File: config.mk
export PLATFORM = sky130hd
export DESIGN_NAME = adventure_grid_fsm
export DESIGN_NICKNAME = d
export VERILOG_FILES = /design/src/rtl/adventure_pkg.sv /design/src/rtl/adv_pos_ctr.sv /design/src/rtl/adventure_grid_fsm.sv
export SDC_FILE = /design/constraint.sdc
export NUM_CORES = 1
export LEC_CHECK = 0
export ABC_AREA = 1
export BUFFER_PORTS_ARGS = -buffer_cell sky130_fd_sc_hd__buf_2
export CAP_MARGIN = 5
export CORE_ASPECT_RATIO = 1.4
export CORE_MARGIN = 2
export CORE_UTILIZATION = 30
export CTS_CLUSTER_DIAMETER = 150
export DETAILED_ROUTE_END_ITERATION = 8
export GPL_TIMING_DRIVEN = 0
export SLEW_MARGIN = 20
export SYNTH_ARGS = -nofsm -noshare
export SYNTH_HDL_FRONTEND = slang
export SYNTH_SLANG_ARGS = --single-unit
File: constraint.sdc
create_clock -name clk -period 2.3 [get_ports clk]
set_input_delay 0.115 -clock clk [delete_from_list [all_inputs] [get_ports clk]]
set_output_delay 0.115 -clock clk [all_outputs]
set_load 0.05 [all_outputs]
File: src/rtl/adventure_pkg.sv
// rtl/adventure_pkg.sv - shared state/direction types and button decode for the grid adventure
package adventure_pkg;

  typedef enum logic [1:0] {
    EXPLORE = 2'd0,
    DRAGON  = 2'd1,
    WIN     = 2'd2,
    DEAD    = 2'd3
  } adv_state_t;

  typedef enum logic [2:0] {
    N    = 3'd0,
    S    = 3'd1,
    E    = 3'd2,
    W    = 3'd3,
    NONE = 3'd4
  } adv_dir_t;

  // Chords and idle both decode to NONE so they can never move the player.
  function automatic adv_dir_t onehot_dir(input logic n, input logic s,
                                          input logic e, input logic w);
    adv_dir_t d;
    case ({n, s, e, w})
      4'b1000: d = N;
      4'b0100: d = S;
      4'b0010: d = E;
      4'b0001: d = W;
      default: d = NONE;
    endcase
    return d;
  endfunction

endpackage

File: src/rtl/adv_pos_ctr.sv
// rtl/adv_pos_ctr.sv - row/col position register with grid-edge blocking
module adv_pos_ctr
  import adventure_pkg::*;
#(
  parameter int ROWS      = 4,
  parameter int COLS      = 4,
  parameter int START_ROW = 0,
  parameter int START_COL = 0
) (
  input  logic                    clk,
  input  logic                    reset,
  input  logic                    en,
  input  adv_dir_t                dir,
  output logic [$clog2(ROWS)-1:0] row,
  output logic [$clog2(COLS)-1:0] col,
  output logic                    moved,
  output logic [$clog2(ROWS)-1:0] next_row,
  output logic [$clog2(COLS)-1:0] next_col
);

  localparam int RW = $clog2(ROWS);
  localparam int CW = $clog2(COLS);
  localparam logic [RW-1:0] ROW_LAST  = RW'(ROWS - 1);
  localparam logic [CW-1:0] COL_LAST  = CW'(COLS - 1);
  localparam logic [RW-1:0] ROW_START = RW'(START_ROW);
  localparam logic [CW-1:0] COL_START = CW'(START_COL);

  // Destination is computed combinationally so the top can judge the
  // target room on the same edge the position updates.
  always_comb begin
    next_row = row;
    next_col = col;
    moved    = 1'b0;
    if (en) begin
      case (dir)
        N: if (row != '0) begin
          next_row = row - 1'b1;
          moved    = 1'b1;
        end
        S: if (row != ROW_LAST) begin
          next_row = row + 1'b1;
          moved    = 1'b1;
        end
        W: if (col != '0) begin
          next_col = col - 1'b1;
          moved    = 1'b1;
        end
        E: if (col != COL_LAST) begin
          next_col = col + 1'b1;
          moved    = 1'b1;
        end
        default: moved = 1'b0;
      endcase
    end
  end

  always_ff @(posedge clk) begin
    if (reset) begin
      row <= ROW_START;
      col <= COL_START;
    end else if (moved) begin
      row <= next_row;
      col <= next_col;
    end
  end

endmodule

File: src/rtl/adventure_grid_fsm.sv
// rtl/adventure_grid_fsm.sv - grid room adventure FSM; optional move budget via ADV_MOVE_LIMIT_EN
module adventure_grid_fsm
  import adventure_pkg::*;
#(
  parameter int ROWS       = 4,
  parameter int COLS       = 4,
  parameter int START_ROW  = 0,
  parameter int START_COL  = 0,
  parameter int SWORD_ROW  = 3,
  parameter int SWORD_COL  = 0,
  parameter int DRAGON_ROW = 3,
  parameter int DRAGON_COL = 3,
  parameter int STEP_W     = 8,
  parameter int MAX_MOVES  = 20
) (
  input  logic                    clk,
  input  logic                    reset,
  input  logic                    n,
  input  logic                    s,
  input  logic                    e,
  input  logic                    w,
  output logic [$clog2(ROWS)-1:0] row,
  output logic [$clog2(COLS)-1:0] col,
  output logic                    sword,
  output logic                    dragon,
  output logic                    win,
  output logic                    dead,
  output logic [STEP_W-1:0]       step_count
);

  localparam int RW = $clog2(ROWS);
  localparam int CW = $clog2(COLS);
  localparam logic [RW-1:0] SWORD_R  = RW'(SWORD_ROW);
  localparam logic [CW-1:0] SWORD_C  = CW'(SWORD_COL);
  localparam logic [RW-1:0] DRAGON_R = RW'(DRAGON_ROW);
  localparam logic [CW-1:0] DRAGON_C = CW'(DRAGON_COL);

  generate
    if (ROWS < 2 || COLS < 2) begin : g_bad_grid
      $error("adventure_grid_fsm: grid must be at least 2x2");
    end
    if (MAX_MOVES >= (2 ** STEP_W)) begin : g_bad_budget
      $error("adventure_grid_fsm: MAX_MOVES does not fit in STEP_W");
    end
    if ((DRAGON_ROW == START_ROW && DRAGON_COL == START_COL) ||
        (SWORD_ROW == START_ROW && SWORD_COL == START_COL) ||
        (SWORD_ROW == DRAGON_ROW && SWORD_COL == DRAGON_COL)) begin : g_bad_rooms
      $error("adventure_grid_fsm: start, sword and dragon rooms must be distinct");
    end
  endgenerate

  adv_state_t       state;
  adv_dir_t         dir;
  logic             moved;
  logic [RW-1:0]    next_row;
  logic [CW-1:0]    next_col;
  logic             to_sword;
  logic             to_dragon;
  logic             limit_hit;
  logic [STEP_W-1:0] step_next;

  assign dir = onehot_dir(n, s, e, w);

  adv_pos_ctr #(
    .ROWS      (ROWS),
    .COLS      (COLS),
    .START_ROW (START_ROW),
    .START_COL (START_COL)
  ) u_pos (
    .clk      (clk),
    .reset    (reset),
    .en       (state == EXPLORE),
    .dir      (dir),
    .row      (row),
    .col      (col),
    .moved    (moved),
    .next_row (next_row),
    .next_col (next_col)
  );

  assign to_sword  = (next_row == SWORD_R) && (next_col == SWORD_C);
  assign to_dragon = (next_row == DRAGON_R) && (next_col == DRAGON_C);
  assign step_next = (step_count == '1) ? step_count : step_count + 1'b1;

`ifdef ADV_MOVE_LIMIT_EN
  localparam logic [STEP_W-1:0] MOVE_CAP = STEP_W'(MAX_MOVES);
  assign limit_hit = (step_next == MOVE_CAP);
`else
  assign limit_hit = 1'b0;
`endif

  // Position lives in u_pos; it only advances while EXPLORE enables it,
  // so WIN/DEAD/DRAGON freeze everything here by simply not updating.
  always_ff @(posedge clk) begin
    if (reset) begin
      state      <= EXPLORE;
      sword      <= 1'b0;
      step_count <= '0;
    end else begin
      case (state)
        EXPLORE: begin
          if (moved) begin
            step_count <= step_next;
            if (to_sword) sword <= 1'b1;
            if (to_dragon)      state <= DRAGON;
            else if (limit_hit) state <= DEAD;
          end
        end
        DRAGON:  state <= sword ? WIN : DEAD;
        WIN:     state <= WIN;
        DEAD:    state <= DEAD;
        default: state <= EXPLORE;
      endcase
    end
  end

  assign dragon = (state == DRAGON);
  assign win    = (state == WIN);
  assign dead   = (state == DEAD);

endmodule

==> metrics.txt <==
# TYPE chip_impl_metric gauge
chip_impl_info{name="status",value="completed"} 1
chip_impl_metric{name="first_pass_iters",unit=""} 3
chip_impl_metric{name="worstMarginPinSlew",unit="ns"} 0.443
chip_impl_metric{name="layout-drive-gt1-share",unit="%"} 29.3
chip_impl_info{name="synthFlopType",value="dfxtp_1"} 1
chip_impl_info{name="whs_endpoint",value="state[0]$_SDFFE_PP0P_"} 1
chip_impl_metric{name="dp.final_hpwl",unit="um"} 1630
chip_impl_metric{name="synth_xor_xnor_area_share",unit="%"} 3.63
chip_impl_info{name="rsz0062_at_grt",value="false"} 1
chip_impl_metric{name="fp.dieW",unit="um"} 51.9
chip_impl_metric{name="yosysTopAreaCellShare",unit="%"} 31.1
chip_impl_metric{name="reg2regPathDepth",unit=""} 8
chip_impl_metric{name="mappedNetlistNets",unit=""} 149
chip_impl_metric{name="synth-seq-area-share",unit="%"} 31.1
chip_impl_info{name="worstHoldStart",value="reset"} 1
chip_impl_metric{name="final.min_clock_period",unit="ns"} 1.53
chip_impl_metric{name="number_of_enable_flip_flop_cells_after_synthesis",unit=""} 0
chip_impl_info{name="hold_path_class",value="in -> reg"} 1
chip_impl_metric{name="synthMuxAreaShare",unit="%"} 0
chip_impl_metric{name="syn_inst_count",unit=""} 142
chip_impl_metric{name="drt-initial-drc-count",unit=""} 18
chip_impl_metric{name="grtUsageMet3",unit="%"} 2.11
chip_impl_metric{name="drcViolationCount",unit=""} 0
chip_impl_metric{name="die-area",unit="sq um"} 3690
chip_impl_metric{name="post_synthesis_simple_gate_area_fraction",unit="%"} 40.1
chip_impl_metric{name="leakagePower",unit="nW"} 0.566
chip_impl_metric{name="use_met2",unit="%"} 21.0
chip_impl_metric{name="routed_wirelength",unit="um"} 2020
chip_impl_metric{name="layout_area_growth_over_synthesis",unit="%"} 20.8
chip_impl_info{name="r2r_start",value="step_count[0]$_SDFFE_PP0P_"} 1
chip_impl_info{name="main_combinational_cell_family_by_area_after_synthesis",value="simple AND/OR/NAND/NOR gates"} 1
chip_impl_metric{name="cts_inserted_buffers",unit=""} 3
chip_impl_metric{name="max_cap_viol_count",unit=""} 0
chip_impl_metric{name="ys_seq_elements",unit=""} 15
chip_impl_info{name="synth.most_common_cell",value="nand2_1"} 1
chip_impl_info{name="clock_tree_root",value="clkbuf_8"} 1
chip_impl_metric{name="postSynth.asyncResetShare",unit="%"} 0
chip_impl_metric{name="floorplan.die.height",unit="um"} 71.1
chip_impl_info{name="setup.worst_path.class",value="reg -> reg"} 1
chip_impl_metric{name="synthesis.area",unit="sq um"} 965
chip_impl_metric{name="slew-limit-headroom",unit="%"} 70.5
chip_impl_metric{name="place_congestion",unit=""} 0.727
chip_impl_metric{name="crit_path_max_fanout",unit=""} 10
chip_impl_metric{name="start_util",unit="%"} 31.2
chip_impl_metric{name="first_pass_grt_wire_length",unit="um"} 3590
chip_impl_metric{name="finClkSkew",unit="ns"} 0.00438
chip_impl_metric{name="gr-total-overflow",unit=""} 0
chip_impl_metric{name="synth.distinct_cells",unit=""} 28
chip_impl_metric{name="min_period_over_period",unit="%"} 66.6
chip_impl_metric{name="final_antenna_net_count",unit=""} 0
chip_impl_info{name="synth.largest_area_cell",value="dfxtp_1"} 1
chip_impl_metric{name="met1_demand_to_capacity_share_in_global_routing",unit="%"} 14.8
chip_impl_metric{name="timing.reg2reg.setup_slack",unit="ns"} 0.77
chip_impl_metric{name="clk_pin_slew_worst_paths",unit="ns"} 0.06
chip_impl_metric{name="timing.final.setup_violations",unit=""} 0
chip_impl_metric{name="final_nets",unit=""} 175
chip_impl_metric{name="worstHoldPathCells",unit=""} 3
chip_impl_metric{name="vias",unit=""} 922
chip_impl_metric{name="post_cts_hold_buffer_count",unit=""} 0
chip_impl_metric{name="antenna_found_initial",unit=""} 0
chip_impl_info{name="synth_commonest_cells",value="nand2_1 (31), inv_1 (19), dfxtp_1 (15), nor2_1 (12), nand3_1 (11)"} 1
chip_impl_metric{name="core_area",unit="sq um"} 3090
chip_impl_info{name="timing.critical_path.from",value="step_count[0]$_SDFFE_PP0P_"} 1
chip_impl_metric{name="n_antenna_cell",unit=""} 0
chip_impl_metric{name="total_chip_power",unit="mW"} 0.615
chip_impl_metric{name="post_cts_resize_count",unit=""} 0
chip_impl_metric{name="clkLatencyLatePin",unit="ns"} 0.25
chip_impl_metric{name="critPathRequiredTime",unit="ns"} 2.48
chip_impl_metric{name="cts.sink_count",unit=""} 15
chip_impl_metric{name="boundaryPins",unit=""} 22
chip_impl_metric{name="htree_levels",unit=""} 1
chip_impl_metric{name="max-clock-path-buffers",unit=""} 2
chip_impl_metric{name="via_per_inst",unit=""} 4.48
chip_impl_metric{name="worst-endpoint-arrival",unit="ns"} 1.71
chip_impl_info{name="startpoint_type",value="flip-flop"} 1
chip_impl_metric{name="fin_hold_ws",unit="ns"} 0.132
chip_impl_metric{name="synth-compound-area-share",unit="%"} 13.2
chip_impl_metric{name="post-cts-setup-buffers",unit=""} 0
chip_impl_metric{name="syn-mean-instance-area",unit="sq um"} 6.79
chip_impl_metric{name="setup-tns-final",unit="ns"} 0
chip_impl_info{name="rr_endpoint",value="step_count[7]$_SDFFE_PP0P_"} 1
chip_impl_metric{name="final_hold_violation_count",unit=""} 0
chip_impl_metric{name="std_cell_rows",unit=""} 24
chip_impl_metric{name="fmax",unit="GHz"} 0.653
chip_impl_info{name="cts_tree",value="built"} 1
chip_impl_metric{name="worst_case_vdd_ir_drop",unit="V"} 0.000291
chip_impl_metric{name="slew_violations",unit=""} 0
chip_impl_metric{name="power_per_cell_area",unit="nW/um^2"} 528
chip_impl_metric{name="synth_fa_ha_area_share",unit="%"} 1.30
chip_impl_info{name="worst_setup_path_end_kind",value="flip-flop"} 1
chip_impl_metric{name="first_global_vias",unit=""} 900
chip_impl_metric{name="grtUsageTotal",unit="%"} 12.4
chip_impl_info{name="grt.busiest_layer",value="met2"} 1
chip_impl_metric{name="grt_max_degree",unit=""} 11
chip_impl_info{name="post_synth_main_area_contributors",value="dfxtp_1 (31%), nand2_1 (12%), inv_1 (7.4%)"} 1
chip_impl_metric{name="synth-warning-count",unit=""} 0
chip_impl_metric{name="buffer_ports.inserted",unit=""} 21
chip_impl_metric{name="drt-wirelength-per-cell",unit="um"} 9.79
power by group:
group          switching, mW  total, mW  internal, mW
Sequential           0.00778      0.276         0.269
Clock                 0.0943      0.214         0.120
Combinational         0.0911      0.125        0.0337
Total                  0.193      0.615         0.422
final cells by class:
cell class,count,area (sq um)
Timing Repair Buffer,21,105
Fill cell,347,1930
Clock inverter,1,5.00
Clock buffer,3,41.3
Sequential cell,15,300
Multi-Input combinational cell,102,562
Buffer,3,20.0
Inverter,22,82.6
Tap cell,39,48.8
worst max-delay path, stage by stage (launching register included):
cell	delay [ns]
dfxtp_1	0.38
ha_1	0.24
nand4_2	0.16
nor2_2	0.12
nand2_2	0.10
nand3_2	0.10
buf_6	0.16
nand2_1	0.08
a21oi_2	0.13
worst max path at each step:
stage	endpoint	slack, ns	cells past startpoint
after detailed placement	step_count[7]$_SDFFE_PP0P_	0.76	8
after floorplan	step_count[7]$_SDFFE_PP0P_	0.47	8
final	step_count[7]$_SDFFE_PP0P_	0.77	8
after CTS	step_count[7]$_SDFFE_PP0P_	0.74	8
after global routing	step_count[7]$_SDFFE_PP0P_	0.57	8
after global placement	step_count[7]$_SDFFE_PP0P_	0.77	8
flip-flops by register name, indices dropped and copies added (netlist names):
register    cells
state           2
step_count      8
sword           1
u_pos.col       2
u_pos.row       2
kinds of logic after synthesis:
logic type | Yosys count
compound gates | 21
xor+xnor | 4
fa+ha+maj | 1
buf+inv | 25
flops | 15
simple gates | 76
placed cells by master (no fill, tap or decap), drive strengths merged:
cell    synthesis  layout
nand2          32      32
buf             2      23
inv            21      21
nor2           20      20
dfxtp          15      15
nand3          13      13
o21ai          11      11
a21oi           9       9
nand4           7       7
clkbuf          1       4
xor2            3       3
nor3            3       3
clkinv          1       2
nand3b          1       1
a211o           1       1
xnor2           1       1
ha              1       1
per-stage QoR:
step | instances | utilization [%] | area, sq um | worst slack, ns
2_1_floorplan | 142 | - | 965 | 0.468
3_3_place_gp | 202 | 36.2 | 1120 | 0.768
3_5_place_dp | 202 | 36.2 | 1120 | 0.763
4_1_cts | 206 | 37.7 | 1160 | 0.744
5_1_grt | 206 | 37.7 | 1160 | 0.566
6_report | 206 | 37.7 | 1160 | 0.769
routing by layer:
| layer | wire length [um] | vias to the layer above |
|---|---|---|
| li1 | - | 506 |
| met1 | 931 | 391 |
| met2 | 948 | 20 |
| met3 | 93 | 5 |
| met4 | 43 | 0 |
| met5 | 0 | - |
Power figures use the tool's default switching activity.
